`src/rtl/pipeline_ctrl_pkg.sv`:
```
// pipeline_ctrl_pkg: opcode patterns, ALU/extender codes and per-stage control bundles for pipeline_control
package pipeline_ctrl_pkg;
  localparam int OPC_W = 11;
  localparam int RA_W  = 5;
  localparam int ALU_W = 4;
  localparam int XZR   = 31;
  localparam logic [OPC_W-1:0] OP_AND  = 11'b10001010000;
  localparam logic [OPC_W-1:0] OP_ORR  = 11'b10101010000;
  localparam logic [OPC_W-1:0] OP_ADD  = 11'b10001011000;
  localparam logic [OPC_W-1:0] OP_SUB  = 11'b11001011000;
  localparam logic [OPC_W-1:0] OP_ADDI = 11'b1001000100?;
  localparam logic [OPC_W-1:0] OP_SUBI = 11'b1101000100?;
  localparam logic [OPC_W-1:0] OP_MOVZ = 11'b110100101??;
  localparam logic [OPC_W-1:0] OP_B    = 11'b000101?????;
  localparam logic [OPC_W-1:0] OP_CBZ  = 11'b10110100???;
  localparam logic [OPC_W-1:0] OP_LDUR = 11'b11111000010;
  localparam logic [OPC_W-1:0] OP_STUR = 11'b11111000000;
  localparam logic [ALU_W-1:0] ALU_AND   = 4'b0000;
  localparam logic [ALU_W-1:0] ALU_ORR   = 4'b0001;
  localparam logic [ALU_W-1:0] ALU_ADD   = 4'b0010;
  localparam logic [ALU_W-1:0] ALU_SUB   = 4'b0110;
  localparam logic [ALU_W-1:0] ALU_PASSB = 4'b0111;
  localparam logic [2:0] SG_NONE = 3'b000;
  localparam logic [2:0] SG_MEM  = 3'b001;
  localparam logic [2:0] SG_B    = 3'b010;
  localparam logic [2:0] SG_CBZ  = 3'b011;
  localparam logic [2:0] SG_MOVZ = 3'b100;
  typedef struct packed {
    logic             alusrc;
    logic [ALU_W-1:0] aluop;
    logic             branch;
    logic             uncond_branch;
    logic [1:0]       mov_sh;
  } ex_ctrl_t;
  typedef struct packed {
    logic memread;
    logic memwrite;
  } mem_ctrl_t;
  typedef struct packed {
    logic regwrite;
    logic mem2reg;
  } wb_ctrl_t;
  localparam ex_ctrl_t EX_BUBBLE = '{alusrc: 1'b0, aluop: ALU_PASSB, branch: 1'b0, uncond_branch: 1'b0, mov_sh: 2'b00};
  localparam mem_ctrl_t MEM_BUBBLE = '{memread: 1'b0, memwrite: 1'b0};
  localparam wb_ctrl_t WB_BUBBLE = '{regwrite: 1'b0, mem2reg: 1'b0};
endpackage

```
`src/rtl/pipeline_control_hazard.sv`:
```
// hazard_unit: RAW stall and EX forwarding selects; FORWARD_EN selects forwarding vs stall-until-WB
module hazard_unit
  import pipeline_ctrl_pkg::*;
#(
  parameter int REG_AW   = RA_W,
  parameter int ZERO_REG = XZR
) (
  input  logic [REG_AW-1:0] id_src_a,
  input  logic [REG_AW-1:0] id_src_b,
  input  logic [REG_AW-1:0] ex_rd,
  input  logic [REG_AW-1:0] ex_rn,
  input  logic [REG_AW-1:0] ex_src2,
  input  logic              ex_memread,
  input  logic              ex_regwrite,
  input  logic [REG_AW-1:0] mem_rd,
  input  logic              mem_regwrite,
  input  logic              mem_memread,
  input  logic [REG_AW-1:0] wb_rd,
  input  logic              wb_regwrite,
  output logic              stall,
  output logic [1:0]        forward_a,
  output logic [1:0]        forward_b
);
  logic w_unused;
  // XZR reads as zero, so it is never a real dependency
  function automatic logic hit(input logic [REG_AW-1:0] s, input logic [REG_AW-1:0] d);
    return s == d && s != REG_AW'(ZERO_REG);
  endfunction
`ifdef FORWARD_EN
  logic w_mem_fwd;
  assign w_mem_fwd = mem_regwrite && !mem_memread;
  assign w_unused  = ex_regwrite;
  // only a load in EX cannot be forwarded in time; EX/MEM has priority over MEM/WB
  always_comb begin
    stall     = ex_memread && (hit(id_src_a, ex_rd) || hit(id_src_b, ex_rd));
    forward_a = (w_mem_fwd && hit(ex_rn, mem_rd)) ? 2'b10 : (wb_regwrite && hit(ex_rn, wb_rd)) ? 2'b01 : 2'b00;
    forward_b = (w_mem_fwd && hit(ex_src2, mem_rd)) ? 2'b10 : (wb_regwrite && hit(ex_src2, wb_rd)) ? 2'b01 : 2'b00;
  end
`else
  assign w_unused = ^{ex_rn, ex_src2, ex_memread, mem_memread, wb_rd, wb_regwrite};
  // without forwarding, hold ID until every in-flight producer has reached WB
  always_comb begin
    stall     = (ex_regwrite && (hit(id_src_a, ex_rd) || hit(id_src_b, ex_rd))) ||
                (mem_regwrite && (hit(id_src_a, mem_rd) || hit(id_src_b, mem_rd)));
    forward_a = 2'b00;
    forward_b = 2'b00;
  end
`endif
endmodule

```
`src/rtl/pipeline_control.sv`:
```
// pipeline_control: ID decode, ID/EX-EX/MEM-MEM/WB control registers, stall/flush; FORWARD_EN enables operand forwarding
module pipeline_control
  import pipeline_ctrl_pkg::*;
#(
  parameter int OPCODE_W = OPC_W,
  parameter int REG_AW   = RA_W,
  parameter int ALUOP_W  = ALU_W,
  parameter int ZERO_REG = XZR
) (
  input  logic                CLK,
  input  logic                reset,
  input  logic                instr_valid,
  input  logic [OPCODE_W-1:0] opcode_id,
  input  logic [REG_AW-1:0]   rn_id,
  input  logic [REG_AW-1:0]   rm_id,
  input  logic [REG_AW-1:0]   rd_id,
  input  logic                br_taken_ex,
  output logic                stall,
  output logic                flush_ifid,
  output logic [2:0]          signop_id,
  output logic                ex_alusrc,
  output logic [ALUOP_W-1:0]  ex_aluop,
  output logic                ex_branch,
  output logic                ex_uncond_branch,
  output logic [1:0]          ex_mov_sh,
  output logic                mem_memread,
  output logic                mem_memwrite,
  output logic                wb_regwrite,
  output logic                wb_mem2reg,
  output logic [REG_AW-1:0]   ex_rd,
  output logic [REG_AW-1:0]   mem_rd,
  output logic [REG_AW-1:0]   wb_rd,
  output logic [1:0]          forward_a,
  output logic [1:0]          forward_b
);
  localparam logic [REG_AW-1:0] ZR = REG_AW'(ZERO_REG);
  ex_ctrl_t  w_ex, r_ex;
  mem_ctrl_t w_mem, r_ex_mem, r_mem_mem;
  wb_ctrl_t  w_wb, r_ex_wb, r_mem_wb, r_wb_wb;
  logic [2:0] w_signop;
  logic w_reg2loc, w_use_a, w_use_b, w_dst, w_hazard, w_kill;
  logic [REG_AW-1:0] w_src2, w_src_a, w_src_b, w_rd;
  logic [REG_AW-1:0] r_ex_rd, r_ex_rn, r_ex_src2, r_mem_rd, r_wb_rd;
  // ID decode; anything unrecognised or invalid stays a bubble
  always_comb begin
    w_ex      = EX_BUBBLE;
    w_mem     = MEM_BUBBLE;
    w_wb      = WB_BUBBLE;
    w_signop  = SG_NONE;
    w_reg2loc = 1'b0;
    w_use_a   = 1'b0;
    w_use_b   = 1'b0;
    w_dst     = 1'b0;
    if (instr_valid)
      casez (opcode_id)
        OP_AND, OP_ORR, OP_ADD, OP_SUB: begin
          w_ex.aluop     = (opcode_id == OP_AND) ? ALU_AND : (opcode_id == OP_ORR) ? ALU_ORR :
                           (opcode_id == OP_ADD) ? ALU_ADD : ALU_SUB;
          w_wb.regwrite  = 1'b1;
          w_use_a        = 1'b1;
          w_use_b        = 1'b1;
          w_dst          = 1'b1;
        end
        OP_ADDI, OP_SUBI: begin
          w_ex.alusrc    = 1'b1;
          w_ex.aluop     = opcode_id[9] ? ALU_SUB : ALU_ADD;
          w_wb.regwrite  = 1'b1;
          w_use_a        = 1'b1;
          w_dst          = 1'b1;
        end
        OP_MOVZ: begin
          w_ex.alusrc    = 1'b1;
          w_ex.mov_sh    = opcode_id[1:0];
          w_wb.regwrite  = 1'b1;
          w_dst          = 1'b1;
          w_signop       = SG_MOVZ;
        end
        OP_B: begin
          w_ex.uncond_branch = 1'b1;
          w_signop           = SG_B;
        end
        OP_CBZ: begin
          w_ex.branch    = 1'b1;
          w_reg2loc      = 1'b1;
          w_use_b        = 1'b1;
          w_signop       = SG_CBZ;
        end
        OP_LDUR: begin
          w_ex.alusrc    = 1'b1;
          w_ex.aluop     = ALU_ADD;
          w_mem.memread  = 1'b1;
          w_wb.regwrite  = 1'b1;
          w_wb.mem2reg   = 1'b1;
          w_use_a        = 1'b1;
          w_dst          = 1'b1;
          w_signop       = SG_MEM;
        end
        OP_STUR: begin
          w_ex.alusrc    = 1'b1;
          w_ex.aluop     = ALU_ADD;
          w_mem.memwrite = 1'b1;
          w_reg2loc      = 1'b1;
          w_use_a        = 1'b1;
          w_use_b        = 1'b1;
          w_signop       = SG_MEM;
        end
        default: ;
      endcase
  end
  // unused sources and non-written destinations become XZR so they never match downstream
  assign w_src2  = w_reg2loc ? rd_id : rm_id;
  assign w_src_a = w_use_a ? rn_id : ZR;
  assign w_src_b = w_use_b ? w_src2 : ZR;
  assign w_rd    = w_dst ? rd_id : ZR;
  hazard_unit #(.REG_AW(REG_AW), .ZERO_REG(ZERO_REG)) u_hazard (
    .id_src_a    (w_src_a),
    .id_src_b    (w_src_b),
    .ex_rd       (r_ex_rd),
    .ex_rn       (r_ex_rn),
    .ex_src2     (r_ex_src2),
    .ex_memread  (r_ex_mem.memread),
    .ex_regwrite (r_ex_wb.regwrite),
    .mem_rd      (r_mem_rd),
    .mem_regwrite(r_mem_wb.regwrite),
    .mem_memread (r_mem_mem.memread),
    .wb_rd       (r_wb_rd),
    .wb_regwrite (r_wb_wb.regwrite),
    .stall       (w_hazard),
    .forward_a   (forward_a),
    .forward_b   (forward_b)
  );
  // a taken branch squashes ID, which makes any stall for it pointless
  assign stall      = w_hazard && !br_taken_ex;
  assign flush_ifid = br_taken_ex && !reset;
  assign w_kill     = w_hazard || br_taken_ex;
  // stage registers: ID/EX takes a bubble on stall or flush, later stages always advance
  always_ff @(posedge CLK or posedge reset)
    if (reset) begin
      r_ex      <= EX_BUBBLE;
      r_ex_mem  <= MEM_BUBBLE;
      r_ex_wb   <= WB_BUBBLE;
      r_ex_rd   <= ZR;
      r_ex_rn   <= ZR;
      r_ex_src2 <= ZR;
      r_mem_mem <= MEM_BUBBLE;
      r_mem_wb  <= WB_BUBBLE;
      r_mem_rd  <= ZR;
      r_wb_wb   <= WB_BUBBLE;
      r_wb_rd   <= ZR;
    end else begin
      r_ex      <= w_kill ? EX_BUBBLE : w_ex;
      r_ex_mem  <= w_kill ? MEM_BUBBLE : w_mem;
      r_ex_wb   <= w_kill ? WB_BUBBLE : w_wb;
      r_ex_rd   <= w_kill ? ZR : w_rd;
      r_ex_rn   <= w_kill ? ZR : w_src_a;
      r_ex_src2 <= w_kill ? ZR : w_src_b;
      r_mem_mem <= r_ex_mem;
      r_mem_wb  <= r_ex_wb;
      r_mem_rd  <= r_ex_rd;
      r_wb_wb   <= r_mem_wb;
      r_wb_rd   <= r_mem_rd;
    end
  assign signop_id        = w_signop;
  assign ex_alusrc        = r_ex.alusrc;
  assign ex_aluop         = r_ex.aluop;
  assign ex_branch        = r_ex.branch;
  assign ex_uncond_branch = r_ex.uncond_branch;
  assign ex_mov_sh        = r_ex.mov_sh;
  assign ex_rd            = r_ex_rd;
  assign mem_memread      = r_mem_mem.memread;
  assign mem_memwrite     = r_mem_mem.memwrite;
  assign mem_rd           = r_mem_rd;
  assign wb_regwrite      = r_wb_wb.regwrite;
  assign wb_mem2reg       = r_wb_wb.mem2reg;
  assign wb_rd            = r_wb_rd;
endmodule

```
`config.mk`:
```
export PLATFORM = sky130hd
export DESIGN_NAME = pipeline_control
export DESIGN_NICKNAME = d
export VERILOG_FILES = /design/src/rtl/pipeline_ctrl_pkg.sv /design/src/rtl/pipeline_control_hazard.sv /design/src/rtl/pipeline_control.sv
export SDC_FILE = /design/constraint.sdc
export NUM_CORES = 1
export LEC_CHECK = 0
export BUFFER_PORTS_ARGS = -buffer_cell sky130_fd_sc_hd__buf_4
export CORE_MARGIN = 5
export CORE_UTILIZATION = 41
export DETAILED_ROUTE_END_ITERATION = 8
export PLACE_DENSITY = 0.69
export SLEW_MARGIN = 20
export SYNTH_ARGS = -nofsm -noshare
export SYNTH_HDL_FRONTEND = slang
export SYNTH_SLANG_ARGS = --single-unit
```
`constraint.sdc`:
```
create_clock -name CLK -period 4.7 [get_ports CLK]
set_input_delay 0.235 -clock CLK [delete_from_list [all_inputs] [get_ports CLK]]
set_output_delay 0.235 -clock CLK [all_outputs]
set_load 0.05 [all_outputs]
```
==> metrics, run 1 <==
synth cell count leaders dfstp_2 (18), inv_1 (14), dfrtp_1 (13); final setup skew 0.00663 ns; chip width 75.8 um; Comb pwr share 0.138; Skew-Pair Late Insertion Delay 0.28 ns; most frequent cell after synthesis dfstp_2; clk root buf clkbuf_8; largest net degree at the start of global routing 32; data required time of the critical path 4.47 ns; Final GP Congestion 0.905; # diodes 0; Seq pwr share 0.501; Layout area overhead 31.7%; first-pass GRT wire length 7.89 mm; Final setup viols 0; clock network power share 0.361; Post-synth EDFFs 0; commonest register cell after synthesis dfstp_2; Post-Syn Instances 178; Wirelength per Cell 17.2 um; DRC viols 0; Setup Fix Bufs, Post-CTS 0; IO Count 67; CP max FO 14; Arrival @ worst endpoint 2.80 ns; core area 4260 um2; switch share 0.254; total internal power 399 uW; syn_area_per_cell 9.97 um2; wirelength, routed 5.06 mm; Final period util 0.646; Seq/Total Area, Yosys 0.450; Cell Area, Synth 1770 um2; Yosys warnings 0; post-synth top area share 0.267; TritonCTS buffer count 5; min Tclk post-route 3.04 ns; critical path class in2out; switching power 136 uW; Final Hold Fails 0; Layout Cells excl Fill 295; vias in the first global route 1,577; setup_tns 0 ns; RSZ-0062 raised after global routing no; Congestion Overflow GR 0; Hold Path Class in2async; CP peak stage delay 0.41 ns; Final ANT Viol Nets 0; Synth Register Bits 31; P per Cell Area 229 nW/um2; Initial Util 0.416; die area 5740 um2; initial antenna violation count 0; slowest stage cell, crit path or2_1; CTS Hold Bufs 0; status completed; Max VDD drop 0.0938 mV; worst path cell trace buf_4 -> and4bb_1 -> nand3_1 -> or2_1 -> o22ai_1 -> o22ai_1 -> o41ai_1 -> a41o_1 -> nor2b_1 -> buf_4; slew margin rel. 0.597; post-CTS sizing 0; ys async rst share 1.00; Worst Max-Slew Pin Slew 0.603 ns; Critical Path End Type output pin; post-DP HPWL 3.95 mm; vias 1,675; ratio of cells with drive above 1 in the final layout 0.383; CTS H-Tree Depth 2; final net count 272; number of max-cap violations 0; clock sinks 31; CTS tree yes; die height 75.8 um; initial drt markers 148; FILL cells 391; count of cell types in the netlist 54; clk slew on worst S/H paths 0.06 ns; Placed Cells 287; CP bufs+invs 2; Final Max Tran Viols 0; vias per inst 5.68; 1st-pass router iterations 4; pre-CTS setup slack 1.71 ns; # rows 24; Worst setup SP type primary input; Fmax 329 MHz; cell taking the most area after synthesis dfstp_2; Lkg Pwr 0.00108 uW; CP top delay family compound AO/OA/AOI/OAI gates; Max Root-Sink Buffers 2; most area-consuming cells after synthesis dfstp_2 (27%), dfrtp_1 (18%), xor2_1 (3.9%); final setup margin 1.66 ns; buffers added on ports 61; GRT Resource Usage Total 0.184
==> flip-flops by register name, summed over array words and instances, names as in the netlist, 2 cells and up <==
name,flops
ex_aluop,3
ex_mov_sh,2
ex_rd,5
mem_rd,5
r_ex_mem,2
wb_rd,5
==> power groups by stage <==
| stage | Clock [uW] | Sequential (uW) | Combinational, uW |
|---|---|---|---|
| 2_1_floorplan | 0 | 273 | 37.1 |
| 3_3_place_gp | 0 | 273 | 73.6 |
| 3_5_place_dp | 0 | 273 | 73.4 |
| 4_1_cts | 202 | 268 | 73.7 |
| 5_1_grt | 212 | 268 | 80.5 |
| 6_report | 193 | 268 | 74.0 |
==> layer usage <==
metal / GRT usage / routed length (um) / up-vias
met2: 0.285 / 2440 / 78
li1: - / - / 795
met5: 0 / 0 / -
met3: 0.0409 / 473 / 10
met1: 0.252 / 2080 / 792
met4: 0.0660 / 61 / 0
==> worst paths after layout <==
kind                               startpoint  slack, ns                to  cells past startpoint
worst max-delay path             opcode_id[3]       1.66             stall                     10
worst min-delay path                    reset       0.04        wb_mem2reg                      2
worst max register to register      mem_rd[4]       2.41          ex_rd[0]                      7
worst min register to register    r_ex_mem[1]       0.35       mem_memread                      0
max in group asynchronous               reset       4.26        r_ex_wb[1]                      2
min in group CLK                opcode_id[10]       0.18  ex_uncond_branch                      2
==> through the flow <==
stage,hold WS [ns],total power [uW],utilization,area (um2)
floorplan,0.308,310,-,1790
global placement,0.333,346,0.529,2250
detailed placement,0.341,346,0.529,2250
CTS,0.162,544,0.548,2340
global route,0.0906,561,0.548,2340
finish,0.0384,535,0.548,2340
==> final cells by class <==
cell class                 instances  area (um2)  area share
clock buffer                       7        76.3      0.0327
multi-input combinational        129         881       0.377
clock inverter                     1        5.00     0.00214
tap                               52        65.1      0.0279
inverter                          14        52.6      0.0225
sequential                        31         798       0.342
timing repair buffer              61         458       0.196
==> cells by family (layout without fill, tap and decap cells) <==
family,count (synthesis),in the layout,synth area share
flops,31,31,0.450
other cells,1,5,0.00211
simple gates,73,73,0.266
buf+inv,22,83,0.0621
compound gates,41,41,0.171
xor+xnor,10,10,0.0494
==> layout by cell type, fill, tap and decap left out, types with 2 or more instances in the layout <==
cell and instances:
inv_1 13, nor3b_1 2, a21oi_1 2, dfrtp_1 13
xor2_1 8, conb_1 5, buf_4 61, clkbuf_1 2
nand4_1 2, nor2_1 12, a221oi_1 4, o21ai_0 9
and2_1 3, and4_1 4, nand2b_1 3, nand3_1 6
nor2b_1 3, nor3_1 5, a41o_1 2, clkbuf_8 5
nand2_1 8, nor4_1 4, nor4b_1 3, xnor2_1 2
or4_1 6, o22ai_1 10, dfstp_2 18
==> worst register-to-register path: stages, from the launching register on <==
cell	delay [ns]
dfstp_2	0.61
xor2_1	0.17
nor4_1	0.07
a32oi_1	0.20
a311o_1	0.17
o41ai_1	0.08
a41o_1	0.35
or4_1	0.56
Note: power is estimated with default switching activity, not from simulation.
==> run 2: changes to the inputs <==
PLACE_DENSITY = 0.71   (was 0.69)
clock period = 2.6 ns   (was 4.7 ns; I/O delays follow)
==> metrics, run 2 (synthesized netlist as in run 1, its figures left out) <==
vias 1,736; TritonCTS buffer count 5; Final setup viols 0; 1st-pass router iterations 4; # diodes 0; Multi-input gate area 901 um2; GRT Resource Usage Total 0.185; CTS Hold Bufs 0; Skew-Pair Late Insertion Delay 0.28 ns; critical path class in2reg; final net count 286; worst reg-to-reg setup slack 0.20 ns; Final period util 0.966; Congestion Overflow GR 0; die height 75.8 um; clock sinks 31; CP max FO 6; clk slew on worst S/H paths 0.06 ns; clk root buf clkbuf_8; initial drt markers 106; min Tclk post-route 2.51 ns; Worst Max-Slew Pin Slew 0.861 ns; Wirelength per Cell 16.9 um; dpl cell area 2350 um2; number of max-cap violations 0; Max Root-Sink Buffers 2; Final Max Tran Viols 0; post-route cell area 2480 um2; reg2reg end ex_rd[4]; vias per inst 5.62; vias in the first global route 1,621; worst reg2reg path depth 10; post-layout util 0.582; CTS H-Tree Depth 2; Initial Util 0.416; hold slack 0.0434 ns; core area 4260 um2; crit path from opcode_id[3]; # rows 24; wirelength, routed 5.21 mm; Max VDD drop 0.178 mV; data required time of the critical path 2.79 ns; first-pass GRT wire length 7.91 mm; post-DP HPWL 4.11 mm; largest net degree at the start of global routing 26; ratio of cells with drive above 1 in the final layout 0.432; status completed; Arrival @ worst endpoint 2.70 ns; Reg area 798 um2; Final GP Congestion 0.889; most frequent cells in the layout buf_4 (75), dfstp_2 (18), inv_1 (14); RR Startpoint mem_rd[0]; die area 5740 um2; Critical Path End ex_rd[4]; Lkg Pwr 0.00117 uW; Final ANT Viol Nets 0; commonest non-fill, non-tap cell in the layout buf_4; initial antenna violation count 0; DRC viols 0; slew margin rel. 0.425; setup_tns 0 ns; CTS tree yes; IO Count 67; Final Hold Fails 0; chip width 75.8 um; Layout area overhead 39.8%; Hold Path Class in2async; buffers added on ports 61; Critical Path End Type flop; Final Total Pwr 1030 uW; final setup skew 0.00525 ns; P per Cell Area 415 nW/um2; Worst setup SP type primary input; FILL cells 378; Fmax 398 MHz
run 2: layout make-up:
cell class	instances	area share
repair buffers	75	0.227
flip-flops and latches	31	0.322
multi-input cells	129	0.363
well taps	52	0.0262
inverters	14	0.0212
clock buffers	8	0.0404
run 2: where the power goes:
part / leakage, uW / switching [uW] / internal (uW)
clock: 0.0000515 / 163 / 241
sequential: 0.000371 / 0.455 / 485
combinational: 0.000744 / 85.1 / 55.1
total: 0.00117 / 249 / 781
run 2: routing by layer:
metal | GRT usage | share of wire | vias to the layer above
li1 | - | - | 818
met1 | 0.243 | 0.40 | 822
met2 | 0.311 | 0.49 | 85
met3 | 0.0264 | 0.091 | 11
met4 | 0.0641 | 0.019 | 0
met5 | 0 | 0 | -
run 2: worst min-delay path by stage:
stage / end / from
after floorplan: ex_uncond_branch / opcode_id[10]
after global placement: mem_memread / r_ex_mem[1]
after detailed placement: mem_memwrite / r_ex_mem[0]
after CTS: ex_uncond_branch / opcode_id[10]
after global routing: r_ex_mem[0] / br_taken_ex
final: ex_mov_sh[0] / reset
run 2: repair_timing:
action	in CTS	in global routing
endpoints found under the setup margin	1	1
buffers inserted	1	0
resized for setup	0	3
run 2: per-stage QoR:
step                      setup slack, ns  cells
final                              0.0877    309
after global routing             -0.00600    309
after CTS                          0.0626    309
after detailed placement          -0.0583    300
after global placement            -0.0371    300
after floorplan                    0.0501    182
run 2: critical path, stage by stage:
cell and delay, ns:
buf_4 0.13, and4bb_1 0.33, nand3_1 0.19, or3_4 0.42
and3_4 0.19, a31oi_1 0.21, o41ai_2 0.08, a41o_1 0.24
buf_4 0.15, buf_4 0.13, or4_1 0.50
==> run 3: changes to the inputs <==
PLACE_DENSITY = not set   (was 0.71)
PLACE_DENSITY_LB_ADDON = 0.25   (was not set)
==> metrics, run 3 (synthesized netlist as in run 1, its figures left out) <==
wirelength, routed 5.26 mm; DRC viols 0; 1st-pass router iterations 4; commonest non-fill, non-tap cell in the layout buf_4; Hold Path Class in2reg; clock sinks 31; final setup skew 0.00398 ns; CP top delay family compound AO/OA/AOI/OAI gates; CP max FO 5; ratio of cells with drive above 1 in the final layout 0.425; IO Count 67; initial antenna violation count 0; final net count 288; Final GP Congestion 0.953; P per Cell Area 396 nW/um2; post-layout util 0.580; die height 75.8 um; Critical Path End Type output pin; critical path class reg2out; Final ANT Viol Nets 0; Max Root-Sink Buffers 2; clk root buf clkbuf_8; worst reg2reg path depth 9; slew margin rel. 0.555; min Tclk post-route 2.48 ns; CP peak stage delay 0.59 ns; post-DP HPWL 4.08 mm; status completed; Final Hold Fails 0; Wirelength per Cell 16.9 um; Initial Util 0.416; # rows 24; Worst Max-Slew Pin Slew 0.667 ns; Multi-input gate area 893 um2; number of max-cap violations 0; die area 5740 um2; core area 4260 um2; hold depth 2; Layout area overhead 39.3%; Reg area 798 um2; buffers added on ports 61; initial drt markers 81; first-pass GRT wire length 8.07 mm; Final Max Tran Viols 0; crit path from mem_rd[0]; # diodes 0; FILL cells 398; Worst setup SP type flop; worst path cell trace xor2_1 -> nor4_1 -> a32oi_1 -> a311o_1 -> o41ai_1 -> a41o_1 -> nor2b_2 -> buf_4; dpl cell area 2350 um2; Final setup viols 0; Arrival @ worst endpoint 2.35 ns; vias in the first global route 1,686; CTS H-Tree Depth 2; TritonCTS buffer count 5; GRT Resource Usage Total 0.189; Lkg Pwr 0.00116 uW; reg2reg end ex_aluop[0]; Critical Path End stall; Skew-Pair Late Insertion Delay 0.28 ns; CTS tree yes; most frequent cells in the layout buf_4 (76), dfstp_2 (18), inv_1 (14); vias 1,738; instance count on the critical path 8; Congestion Overflow GR 0; chip width 75.8 um; Fmax 404 MHz; Final period util 0.952; clk slew on worst S/H paths 0.06 ns; CP bufs+invs 1; slowest stage cell, crit path dfstp_2; largest net degree at the start of global routing 20; RSZ-0062 raised after global routing no; vias per inst 5.59; worst reg-to-reg setup slack 0.19 ns; post-route cell area 2470 um2; RR Startpoint mem_rd[4]; Max VDD drop 0.159 mV; data required time of the critical path 2.47 ns
run 3: stage by stage:
step	instances	hold WS, ns	TNS, ns	worst slack (ns)	total power, uW
4_1_cts	309	0.0673	0	0.0742	986
3_5_place_dp	299	0.274	-0.127	-0.0362	632
2_1_floorplan	182	0.203	0	0.0501	561
3_3_place_gp	299	0.267	-0.167	-0.0426	632
5_1_grt	311	0.0701	0	0.0122	1020
6_report	311	0.0738	0	0.124	979
run 3: worst reg2reg max path, delay by kind of cell (launching register included):
kind | cells | cell delay, ns
XOR/XNOR | 1 | 0.16
AND/OR/NAND/NOR | 2 | 0.55
AO/OA/AOI/OAI | 4 | 0.70
flip-flops | 1 | 0.60
buffers and inverters | 2 | 0.31
run 3: worst min-delay path by stage:
stage / from / end / slack [ns]
after floorplan: opcode_id[10] / ex_uncond_branch / 0.20
after global placement: reset / ex_branch / 0.27
after detailed placement: reset / ex_alusrc / 0.27
after CTS: opcode_id[10] / ex_uncond_branch / 0.07
after global routing: opcode_id[10] / ex_uncond_branch / 0.07
final: opcode_id[10] / ex_uncond_branch / 0.07
run 3: final cells by class:
class                           count  area share
Multi-Input combinational cell    129       0.362
Timing Repair Buffer               77       0.235
Inverter                           14      0.0213
Clock inverter                      1     0.00203
Clock buffer                        7      0.0309
Tap cell                           52      0.0263
Sequential cell                    31       0.323
run 3: repair_timing:
action	in CTS	in global routing
hold buffers	1	0
buffers inserted	1	2
gates cloned	0	0
resized for setup	0	2
pin swaps	0	1
hold endpoints to repair	13	0
endpoints found under the setup margin	1	1
run 3: report_power, final:
part | total [uW] | switching, uW | internal, uW
clock network | 351 | 164 | 187
logic | 143 | 86.2 | 56.4
registers | 485 | 0.430 | 485
run 3: metal layers:
layer	up-vias	share of wire	global-route usage	wire length, um
li1	823	-	-	-
met1	816	0.42	0.250	2200
met2	83	0.49	0.299	2560
met3	16	0.070	0.0409	370
met4	0	0.024	0.0738	127
met5	-	0	0	0
